<file path="src/rtl/axis_pkg.sv">
// Shared helpers for the AXI-stream FIFO: pointer sizing and depth legality.
// Optional output register is selected with AXIS_FIFO_OUTPUT_REG_EN in axis_fifo.
package axis_pkg;

  // Pointer carries one extra wrap bit above the address bits.
  function automatic int ptr_width(input int depth);
    return $clog2(depth) + 1;
  endfunction

  function automatic bit is_pow2(input int depth);
    return (depth > 0) && ((depth & (depth - 1)) == 0);
  endfunction

endpackage

</file>
<file path="src/rtl/axis_if.sv">
// AXI-stream channel: valid/ready/data of a parameterised word type.
// A word transfers on a rising edge where valid and ready are both high; once raised,
// valid holds (with data stable) until that transfer, and ready may wait on valid.
interface axis_if #(
  parameter type data_t = logic [7:0]
);
  logic  valid;
  logic  ready;
  data_t data;

  modport master (output valid, output data, input ready);
  modport slave  (input valid, input data, output ready);
endinterface

</file>
<file path="src/rtl/axis_fifo_mem.sv">
// Simple dual-port RAM: synchronous write, asynchronous read, no reset on contents.
module axis_fifo_mem #(
  parameter type data_t = logic [7:0],
  parameter int  DEPTH  = 16,
  localparam int AW     = $clog2(DEPTH)
) (
  input  logic          clk_i,
  input  logic          we_i,
  input  logic [AW-1:0] waddr_i,
  input  data_t         wdata_i,
  input  logic [AW-1:0] raddr_i,
  output data_t         rdata_o
);

  data_t mem_q [DEPTH];

  always_ff @(posedge clk_i) begin
    if (we_i) mem_q[waddr_i] <= wdata_i;
  end

  assign rdata_o = mem_q[raddr_i];

endmodule

</file>
<file path="src/rtl/axis_fifo.sv">
// Single-clock AXI-stream FIFO with fill level. Define AXIS_FIFO_OUTPUT_REG_EN to add a
// registered output stage (latency 2, capacity DEPTH+1); default is async-read output.
module axis_fifo
  import axis_pkg::*;
#(
  parameter int  DEPTH   = 16,
  parameter int  LEVEL_W = $clog2(DEPTH + 2),
  parameter type data_t  = logic [7:0]
) (
  input  logic               clk,
  input  logic               rst,
  axis_if.slave              in,
  axis_if.master             out,
  output logic [LEVEL_W-1:0] level,
  output logic               empty,
  output logic               full
);

  localparam int PW = ptr_width(DEPTH);
  localparam int AW = PW - 1;

  if (!(is_pow2(DEPTH) && DEPTH >= 2)) begin : g_depth_check
    $error("axis_fifo: DEPTH must be a power of two and at least 2");
  end

  logic [PW-1:0]      wr_ptr_q, wr_ptr_d;
  logic [PW-1:0]      rd_ptr_q, rd_ptr_d;
  logic [LEVEL_W-1:0] level_q, level_d;
  logic               mem_empty, mem_full;
  logic               accept, rel, mem_pop;
  data_t              rd_data;

  assign mem_empty = (wr_ptr_q == rd_ptr_q);
  assign mem_full  = (wr_ptr_q[AW-1:0] == rd_ptr_q[AW-1:0]) && (wr_ptr_q[AW] != rd_ptr_q[AW]);

  assign in.ready  = ~mem_full & ~rst;
  assign accept    = in.valid & in.ready;

  axis_fifo_mem #(.data_t(data_t), .DEPTH(DEPTH)) u_mem (
    .clk_i   (clk),
    .we_i    (accept),
    .waddr_i (wr_ptr_q[AW-1:0]),
    .wdata_i (in.data),
    .raddr_i (rd_ptr_q[AW-1:0]),
    .rdata_o (rd_data)
  );

`ifdef AXIS_FIFO_OUTPUT_REG_EN
  logic  ovalid_q, ovalid_d;
  data_t odata_q, odata_d;

  // Refill the output register whenever it is empty or being drained this cycle.
  assign mem_pop   = ~mem_empty & (~ovalid_q | out.ready);
  assign rel       = ovalid_q & out.ready;
  assign ovalid_d  = mem_pop ? 1'b1 : (rel ? 1'b0 : ovalid_q);
  assign odata_d   = mem_pop ? rd_data : odata_q;
  assign out.valid = ovalid_q;
  assign out.data  = odata_q;

  always_ff @(posedge clk or posedge rst) begin
    if (rst) begin
      ovalid_q <= 1'b0;
      odata_q  <= '0;
    end else begin
      ovalid_q <= ovalid_d;
      odata_q  <= odata_d;
    end
  end
`else
  assign mem_pop   = ~mem_empty & out.ready;
  assign rel       = mem_pop;
  assign out.valid = ~mem_empty;
  assign out.data  = rd_data;
`endif

  assign wr_ptr_d = wr_ptr_q + PW'(accept);
  assign rd_ptr_d = rd_ptr_q + PW'(mem_pop);

  always_comb begin
    level_d = level_q;
    case ({accept, rel})
      2'b10:   level_d = level_q + LEVEL_W'(1);
      2'b01:   level_d = level_q - LEVEL_W'(1);
      default: level_d = level_q;
    endcase
  end

  always_ff @(posedge clk or posedge rst) begin
    if (rst) begin
      wr_ptr_q <= '0;
      rd_ptr_q <= '0;
      level_q  <= '0;
    end else begin
      wr_ptr_q <= wr_ptr_d;
      rd_ptr_q <= rd_ptr_d;
      level_q  <= level_d;
    end
  end

  assign level = level_q;
  assign empty = (level_q == '0);
  assign full  = mem_full;

endmodule

</file>
<file path="src/flat_wrapper.sv">
// flat-port wrapper written by rule: the top's interface ports become plain ports
module axis_fifo_flat import axis_pkg::*;
#(
  parameter int  DEPTH   = 16,
  parameter int  LEVEL_W = $clog2(DEPTH + 2),
  parameter type data_t  = logic [7:0]
)
  (clk, rst, level, empty, full, in_valid, in_data, in_ready, out_valid, out_data, out_ready);
  axis_if #(.data_t(data_t)) in_i ();
  axis_if #(.data_t(data_t)) out_i ();
  input  logic clk;
  input  logic rst;
  output logic [LEVEL_W-1:0] level;
  output logic empty;
  output logic full;
  input wire logic [$bits(in_i.valid)-1:0] in_valid;
  input wire logic [$bits(in_i.data)-1:0] in_data;
  output wire logic [$bits(in_i.ready)-1:0] in_ready;
  output wire logic [$bits(out_i.valid)-1:0] out_valid;
  output wire logic [$bits(out_i.data)-1:0] out_data;
  input wire logic [$bits(out_i.ready)-1:0] out_ready;
  assign in_i.valid = in_valid;
  assign in_i.data = in_data;
  assign in_ready = in_i.ready;
  assign out_valid = out_i.valid;
  assign out_data = out_i.data;
  assign out_i.ready = out_ready;
  axis_fifo #(.DEPTH(DEPTH), .LEVEL_W(LEVEL_W), .data_t(data_t)) u_core (.clk(clk), .rst(rst), .in(in_i), .out(out_i), .level(level), .empty(empty), .full(full));
endmodule
</file>
<file path="config.mk">
export PLATFORM = sky130hd
export DESIGN_NAME = axis_fifo_flat
export DESIGN_NICKNAME = d
export VERILOG_FILES = /design/src/rtl/axis_pkg.sv /design/src/rtl/axis_if.sv /design/src/rtl/axis_fifo_mem.sv /design/src/rtl/axis_fifo.sv /design/src/flat_wrapper.sv
export SDC_FILE = /design/constraint.sdc
export NUM_CORES = 1
export LEC_CHECK = 0
export ABC_CLOCK_PERIOD_IN_PS = 3150
export CORE_ASPECT_RATIO = 1.2
export CORE_UTILIZATION = 59
export DETAILED_ROUTE_END_ITERATION = 6
export PLACE_DENSITY = 0.9
export SETUP_SLACK_MARGIN = 0.3
export SLEW_MARGIN = 10
export SYNTH_ARGS = -nofsm -noshare
export SYNTH_HDL_FRONTEND = slang
export SYNTH_SLANG_ARGS = --single-unit
export TNS_END_PERCENT = 5
</file>
<file path="constraint.sdc">
create_clock -name clk -period 3.15 [get_ports clk]
set_clock_uncertainty 0.15 [all_clocks]
set_input_delay 0.7875 -clock clk [delete_from_list [all_inputs] [get_ports clk]]
set_output_delay 0.7875 -clock clk [all_outputs]
set_load 0.005 [all_outputs]
</file>
## Yosys cells after proc, flatten, opt, wreduce, memory -nomap -nowiden

Memories as Yosys holds them, arrays and structs flattened.
Index checks and enable logic that the tools add are counted.

| word-level totals | value |
|---|---|
| memories kept | 1 |
| register bits after elaboration | 15 |
| bits in writable memories | 128 |
| output and inout port bits | 17 |
| input bits | 12 |
| word-level logic and storage cells | 25 |

| operators by class | value |
|---|---|
| equality and inequality tests | 5 |
| add/subtract/negate cells | 4 |
| bitwise gates (word level) | 6 |
| multiplexer cells | 3 |
| reductions and logical operators | 3 |

Memory list:

| memory | depth | width | rd ports | clocked after memory_dff | wr ports | RTL line | RTL |
|---|---|---|---|---|---|---|---|
| u_core.u_mem.mem_q | 16 | 8 | 1 | 0 | 1 | axis_fifo_mem.sv:15 | `data_t mem_q [DEPTH];` |

Operator list:

| kind | number |
|---|---|
| $add A5 B1 Y5 | 2 |
| $pmux W5 S2 | 1 |
| $add A5 B1 Y5 const B | 1 |
| $eq A5 B5 Y1 | 1 |
| $logic_not A5 Y1 | 1 |
| $sub A5 B1 Y5 const B | 1 |
| $eq A4 B4 Y1 | 1 |
| $and A1 B1 Y1 | 3 |
| $not A1 Y1 | 3 |
| $eq A2 B1 Y1 const B | 1 |
| $eq A2 B2 Y1 const B | 1 |
| $mux W1 | 2 |
| $reduce_bool A2 Y1 | 1 |
| $logic_and A1 B1 Y1 | 1 |
| $ne A1 B1 Y1 | 1 |

## Depth between registers and ports, before layout

Gate-level depths: netlist of run 1.

| logic depth | value |
|---|---|
| word-level depth | 7 |
| depth in mapped cells | 13 |
| depth with buffers taken out | 11 |

## Cells and area by module

Synthesis of run 1 repeated with hierarchy kept, for this count alone.

| second synthesis, totals | value |
|---|---|
| cells, all modules | 299 |
| area total of the unflattened synthesis | 5,874.4 um^2 |

By module, submodules not included:

| module | sequential area each (um^2) | instances | area each (um^2) | cells each |
|---|---|---|---|---|
| axis_fifo_mem | 3,843.7 | 1 | 4,987.3 | 221 |
| axis_fifo | 375.4 | 1 | 887.1 | 78 |

## Worst setup path after synthesis of run 1

No wires, ideal clock.

| timing path | value |
|---|---|
| kind | reg2reg |
| from | register u_core.rd_ptr_q[0] |
| to | register u_core.level_q[4] (netlist: u_core.level[4]) |
| data arrival time | 2,505 ps |
| period minus slack after synthesis | 2,735 ps |
| data required time | 2,921 ps |
| path slack | 415 ps |
| library setup time | 79 ps |
| path buffers | 2 |
| cell stages (with the launch flop) | 13 |
| path through | dfrtp_1 > buf_6 > xor2_1 > nor4_1 > and2b_1 > buf_4 > nand2b_1 > ha_1 > ha_1 > nor3b_1 > a21oi_1 > a31oi_1 > xor2_1 |

| on the way | value |
|---|---|
| word-level cells in the longest chain between the ends | 7 |
| elaborated cells on any way between the ends | 12 |
| classes of those cells | eq/ne: 4; mux: 1; bitwise: 5; reduce/logical: 2 |

RTL lines:

| element | RTL line | RTL |
|---|---|---|
| from (decl) | axis_fifo.sv:27 | `logic [PW-1:0] rd_ptr_q, rd_ptr_d;` |
| from (signal assigned) | axis_fifo.sv:95 | `rd_ptr_q <= rd_ptr_d;` |
| $eq A4 B4 Y1 | axis_fifo.sv:34 | `assign mem_full = (wr_ptr_q[AW-1:0] == rd_ptr_q[AW-1:0]) && (wr_ptr_q[AW] != rd_ptr_q[AW]);` |
| $logic_and A1 B1 Y1 | axis_fifo.sv:34 |  |
| $not A1 Y1 | axis_fifo.sv:36 | `assign in.ready = ~mem_full & ~rst;` |
| $and A1 B1 Y1 | axis_fifo.sv:36 |  |
| $and A1 B1 Y1 | axis_fifo.sv:37 | `assign accept = in.valid & in.ready;` |
| $eq A2 B1 Y1 / $eq A2 B2 Y1 (equally long branches) | axis_fifo.sv:81 | `case ({accept, rel})` |
| $pmux W5 S2 / $reduce_bool A2 Y1 (equally long branches) | n/a |  |
| to (signal assigned) | axis_fifo.sv:96 | `level_q <= level_d;` |
| to (decl) | axis_fifo.sv:28 | `logic [LEVEL_W-1:0] level_q, level_d;` |

Several ways; a longest one is shown, not always the timed one.
A chain may end at the register's enable or synchronous reset.

## Worst setup path after layout of run 1

| timing path | value |
|---|---|
| from | register u_core.rd_ptr_q[0] |
| to | output port out_data[6] |

| on the way | value |
|---|---|
| word-level cells in the longest chain between the ends | 1 |

RTL lines:

| element | RTL line | RTL |
|---|---|---|
| $mem_v2 Z16 W8 | n/a |  |
| to (decl) | flat_wrapper.sv:20 | `output wire logic [$bits(out_i.data)-1:0] out_data;` |

No other way between the ends.

==> qor.csv, run 1 <==
metric,value,unit
pin_count,29,
path_max_fanout,7,
port_buffers,28,
pre_cts_slack,48.19,ps
cp.required,2210,ps
dp.final_hpwl,7403,um
swShare,0.2979,
end_kind,primary output,
rrSetupSlack,190,ps
syn_avg_cell_area,19.26,um^2
syn_to_final_growth,25.47,%
grt_usage,0.2986,
relSlewSlack,0.5656,
cts_buffers,17,
clk_path_buf_depth,2,
drt_iter0_markers,255,
syn-cell-area,0.005894,mm^2
seqPwrFrac,0.344,
pwr-share-comb,0.350,
ys_types,37,
placed_cell_area,0.006432,mm^2
hold_viol_final,0,
p_sw,2.150,mW
clkSinkCount,143,
die_y,111.5,um
setup_slack,28.62,ps
nNetsFinal,405,
critPathBufInv,3,
synth_edf_count,128,
internal_power,5.067,mW
cts_hold_buf,0,
syn_inst,306,
ir_worst_vdd,0.6060,mV
drive_gt1_frac,0.3744,
grt_pass1_vias,3572,
synth_top_cell_area_share,0.6521,
design_area,0.007396,mm^2
p_leak,2.588,nW
crit_path_start_kind,register,
crit_path_cell_trace,"buf_12, buf_4, mux4_2, a22oi_2, nand2_1, buf_2",
finalCritPeriodShare,0.9909,
final_util,0.7694,
antenna_cells,0,
worst_slew_pin_slew,650.8,ps
max_freq,0.3204,GHz
coreArea,0.009613,mm^2
min_path_type,reg2reg,
dr.pass1.iters,5,
crit_arrival,2180,ps
drtAntennaViolNets,0,
grt_setup_unrepaired,true,
drt_wl_total,14270,um
fin_setup_tns,0,ps
viasPerCell,6.474,
wl_per_cell,27.38,um
gp_congestion,0.8119,
dr_total_vias,3373,
num_rows,39,
cts-root-buf,clkbuf_16,
synth_most_common_cell,edfxtp_1,
crit_family,multiplexers,
ctsHtreeMaxLevel,4,
floorplan.initialDensity,0.6132,
grt_max_degree,19,
yosysWarnings,0,
ys_seq_elements,143,
grt_pass1_wl,21110,um
clk_pin_slew_worst_paths,60,ps
ys_seq_area_frac,0.7158,
setup_violations,0,
grt_overflow_total,0,
dieArea,0.01040,mm^2
antenna_found_initial,0,
fill_cells,507,
max_cap_viol_count,0,
p_clk_frac,0.306,
cts_tree,built,
cpPeakStageDelay,560,ps
drc_errors,0,
slew_viol_final,0,
die_width,93.25,um
criticalPathCategory,reg2out,
p_per_area,975.9,mW/mm^2
synthTopCellsByCount,"128 x edfxtp_1, 16 x a22oi_1, 16 x mux4_1, 16 x mux4_2, 15 x dfrtp_1",
outcome,finished clean,
synth_nets,326,
min_period,3121,ps
synth_flop_cell,edfxtp_1,
synth_top_area_cell,edfxtp_1,
cp_slowest_cell,mux4_2,
clk_latency,410,ps
synth.area.top_cells,"edfxtp_1 65%, mux4_1 7.1%, dfrtp_1 6.4%",
async_flop_share,0.1049,
[layout by cell type, fill, tap and decap left out, types with 3 or more instances in the layout]
| cell type | n |
|---|---|
| clkinv_1 | 4 |
| a22oi_2 | 15 |
| edfxtp_1 | 128 |
| mux4_1 | 3 |
| dfrtp_1 | 11 |
| mux4_2 | 29 |
| nand3_1 | 5 |
| dfrtp_2 | 4 |
| nor2_1 | 6 |
| ha_1 | 6 |
| clkbuf_16 | 17 |
| clkbuf_2 | 3 |
| xnor2_1 | 8 |
| nor3_1 | 12 |
| buf_2 | 5 |
| xor2_1 | 8 |
| buf_4 | 40 |
| clkdlybuf4s50_1 | 16 |
| bufinv_16 | 6 |
| buf_12 | 5 |
| nand2b_1 | 4 |
| nand2_1 | 13 |
| buf_6 | 8 |
[final cells by class]
class,count,area (um^2),area share
Tap cell,123,153.9,0.02081
Timing Repair Buffer,80,723.2,0.09778
Clock inverter,14,220.2,0.02977
Inverter,2,7.507,0.001015
Sequential cell,143,4224,0.5711
Multi-Input combinational cell,141,1638,0.2215
Clock buffer,18,429.2,0.05803
[power groups by stage]
stage | logic, mW | clock network [mW] | registers, mW
finish | 2.53 | 2.21 | 2.49
global route | 2.67 | 2.29 | 2.50
CTS | 2.34 | 2.21 | 2.46
detailed placement | 1.96 | 0 | 2.49
global placement | 1.88 | 0 | 2.47
floorplan | 1.35 | 0 | 2.37
[metal layers]
metal	share of wire	GRT usage	routed length, um
met3	0.069	0.06967	983
met2	0.54	0.5123	7687
met1	0.35	0.3472	4924
met4	0.047	0.1569	669
met5	0	0	0
[state kept, by name, summed over array words and instances, names as in the netlist]
register	count
u_core.rd_ptr_q	5
u_core.wr_ptr_q	5
u_core.level	5
u_core.u_mem.mem_q	128
[per-stage QoR]
step	instances	hold slack [ps]	power, mW
after detailed placement	465	340.5	4.454
after global placement	465	336.8	4.357
after floorplan	306	315.0	3.720
final	521	353.5	7.218
after CTS	517	352.9	7.011
after global routing	521	367.0	7.459
[what timing repair did]
action / in CTS / in global routing
pin swaps: 18 / 21
endpoints found under the setup margin: 15 / 16
setup buffers: 20 / 4
gates resized for setup: 66 / 34
[final timing paths]
check	startpoint	to	depth (start not counted)
min in group asynchronous	rst	u_core.wr_ptr_q[4]	2
max reg2reg	u_core.rd_ptr_q[0]	u_core.level[2]	14
max	u_core.rd_ptr_q[0]	out_data[6]	6
min	u_core.rd_ptr_q[4]	u_core.rd_ptr_q[4]	1
min reg2reg	u_core.rd_ptr_q[4]	u_core.rd_ptr_q[4]	1
max in group asynchronous	rst	u_core.rd_ptr_q[1]	2
[kinds of logic after synthesis]
logic type / Yosys count / synth area share
flops: 143 / 0.7158
simple gates: 61 / 0.05540
mux: 33 / 0.1344
fa+ha+maj: 8 / 0.01698
xor+xnor: 17 / 0.02526
compound gates: 22 / 0.02632
buf+inv: 22 / 0.02590
Note: power is estimated with default switching activity, not from simulation.
==> run 2: changes to the inputs <==
--- a/config.mk
+++ b/config.mk
@@ -6,11 +6,11 @@
 export NUM_CORES = 1
 export LEC_CHECK = 0
 export ABC_CLOCK_PERIOD_IN_PS = 3150
-export CORE_ASPECT_RATIO = 1.2
 export CORE_UTILIZATION = 59
 export DETAILED_ROUTE_END_ITERATION = 6
 export PLACE_DENSITY = 0.9
 export SETUP_SLACK_MARGIN = 0.3
+export SKIP_LAST_GASP = 1
 export SLEW_MARGIN = 10
 export SYNTH_ARGS = -nofsm -noshare
 export SYNTH_HDL_FRONTEND = slang
==> run 2 against run 1 <==
  * The flow now finishes with violations (setup timing)
  * First-iteration DRC count rose by 11%
  * Sequential power barely moved
  * Critical endpoint is now u_core.level[2]
  * Maximum frequency fell by 5.2%
==> qor.csv, run 2 (synthesis results as in run 1) <==
metric,value,unit
relSlewSlack,0.5913,
dieArea,0.01039,mm^2
antenna_found_initial,0,
die_y,102.0,um
min_path_type,reg2reg,
max_freq,0.3037,GHz
ir_worst_vdd,0.5389,mV
grt_setup_unrepaired,true,
hold_viol_final,0,
grt_pass1_wl,18370,um
setup_slack,-143.1,ps
seqPwrFrac,0.372,
worstHoldStart,u_core.wr_ptr_q[4],
p_leak,2.444,nW
path_max_fanout,7,
cp.required,3390,ps
port_buffers,28,
slew_viol_final,0,
grt_pass1_vias,3092,
criticalPathCategory,reg2reg,
rrSetupSlack,-140,ps
grt_usage,0.2588,
setup_violations,12,
layout_commonest_cell,edfxtp_1,
cts_buffers,17,
clk_latency,510,ps
die_width,102.0,um
num_rows,36,
r2r_start,u_core.rd_ptr_q[0],
grt_max_degree,33,
dp.final_hpwl,6821,um
largest_reg_flops,128,
finalCritPeriodShare,1.045,
cts_tree,built,
max_cap_viol_count,0,
floorplan.initialDensity,0.6058,
coreArea,0.009729,mm^2
clkSinkCount,143,
ctsHtreeMaxLevel,4,
final_cell_mix,"128 x edfxtp_1, 28 x mux4_2, 24 x buf_4, 17 x clkdlybuf4s50_1, 16 x clkbuf_16",
crit_path_start_kind,register,
p_clk_frac,0.292,
pwr-share-comb,0.336,
dr_total_vias,3182,
violations,setup timing,
pin_count,29,
end_kind,register,
syn_to_final_growth,21.38,%
drt_iter0_markers,284,
gp_congestion,0.7693,
p_per_area,928.6,mW/mm^2
reg2reg_depth,15,
top_register,u_core.u_mem.mem_q,
outcome,finished with violations,
internal_power,4.586,mW
min_period,3293,ps
hold_end,u_core.wr_ptr_q[4],
drt_wl_total,12440,um
drive_gt1_frac,0.3079,
final_util,0.7353,
pre_cts_slack,44.46,ps
swShare,0.3098,
drtAntennaViolNets,0,
antenna_cells,0,
hold_depth,1,
crit_arrival,3530,ps
wl_per_cell,24.24,um
clk_path_buf_depth,2,
nNetsFinal,387,
cts_hold_buf,0,
r2r-end,u_core.level[2],
grt_overflow_total,0,
dr.pass1.iters,4,
p_sw,2.058,mW
cts-root-buf,clkbuf_8,
drc_errors,0,
worst_slew_pin_slew,611.2,ps
viasPerCell,6.203,
clk_pin_slew_worst_paths,60,ps
-- run 2: power by group through the flow --
stage / logic, mW / registers, mW / clock network (mW)
floorplan: 1.35 / 2.37 / 0
global placement: 1.84 / 2.47 / 0
detailed placement: 1.89 / 2.48 / 0
CTS: 2.18 / 2.46 / 1.95
global route: 2.38 / 2.50 / 2.04
finish: 2.23 / 2.47 / 1.94
-- run 2: how the worst max path moves through the flow --
stage	startpoint	to	slack (ps)
2_1_floorplan	u_core.rd_ptr_q[0]	u_core.level[4]	420
3_3_place_gp	in_valid	u_core.level[2]	180
3_5_place_dp	in_valid	u_core.level[2]	40
4_1_cts	u_core.rd_ptr_q[0]	out_data[1]	-60
5_1_grt	u_core.rd_ptr_q[0]	u_core.level[2]	-260
6_report	u_core.rd_ptr_q[0]	u_core.level[2]	-140
-- run 2: final cells by class --
cell class                 count  area [um^2]
sequential                   143         4220
fill                         575         2575
multi-input combinational    141         1570
timing repair buffer          62        616.8
clock buffer                  19        421.7
tap                          133        166.4
clock inverter                13        151.4
inverter                       2        7.507
-- run 2: timing repair --
item	4_1_cts	5_1_grt
pin swaps	17	3
resized for setup	61	10
gates cloned	2	0
endpoints found under the hold margin	0	0
setup buffers	7	1
setup endpoints to repair	15	17
-- run 2: worst max-delay path, stage by stage (launching register included) --
cell,delay (ps)
dfrtp_2,490
buf_6,150
buf_16,140
xor2_2,180
nor4_2,320
and2b_2,240
buf_4,120
buf_4,110
nand2b_1,180
ha_4,200
xor2_2,80
ha_2,200
a21oi_1,200
xnor2_1,170
nor2_1,80
xor2_1,150
-- run 2: through the flow --
stage / cells / setup TNS, ps / hold WS [ps] / total power, mW / area, um^2
2_1_floorplan: 306 / 0 / 315.0 / 3.720 / 5894
3_3_place_gp: 471 / 0 / 335.3 / 4.305 / 6402
3_5_place_dp: 471 / 0 / 337.7 / 4.370 / 6402
4_1_cts: 512 / -473.4 / 349.2 / 6.593 / 7124
5_1_grt: 513 / -1816 / 364.4 / 6.913 / 7154
6_report: 513 / -769.2 / 350.8 / 6.644 / 7154
-- run 2: metal layers --
layer,vias up,GRT usage,part of all wire
li1,1365,-,-
met1,1642,0.3744,0.42
met2,159,0.4007,0.50
met3,16,0.04720,0.068
met4,0,0.09780,0.015
met5,-,0,0
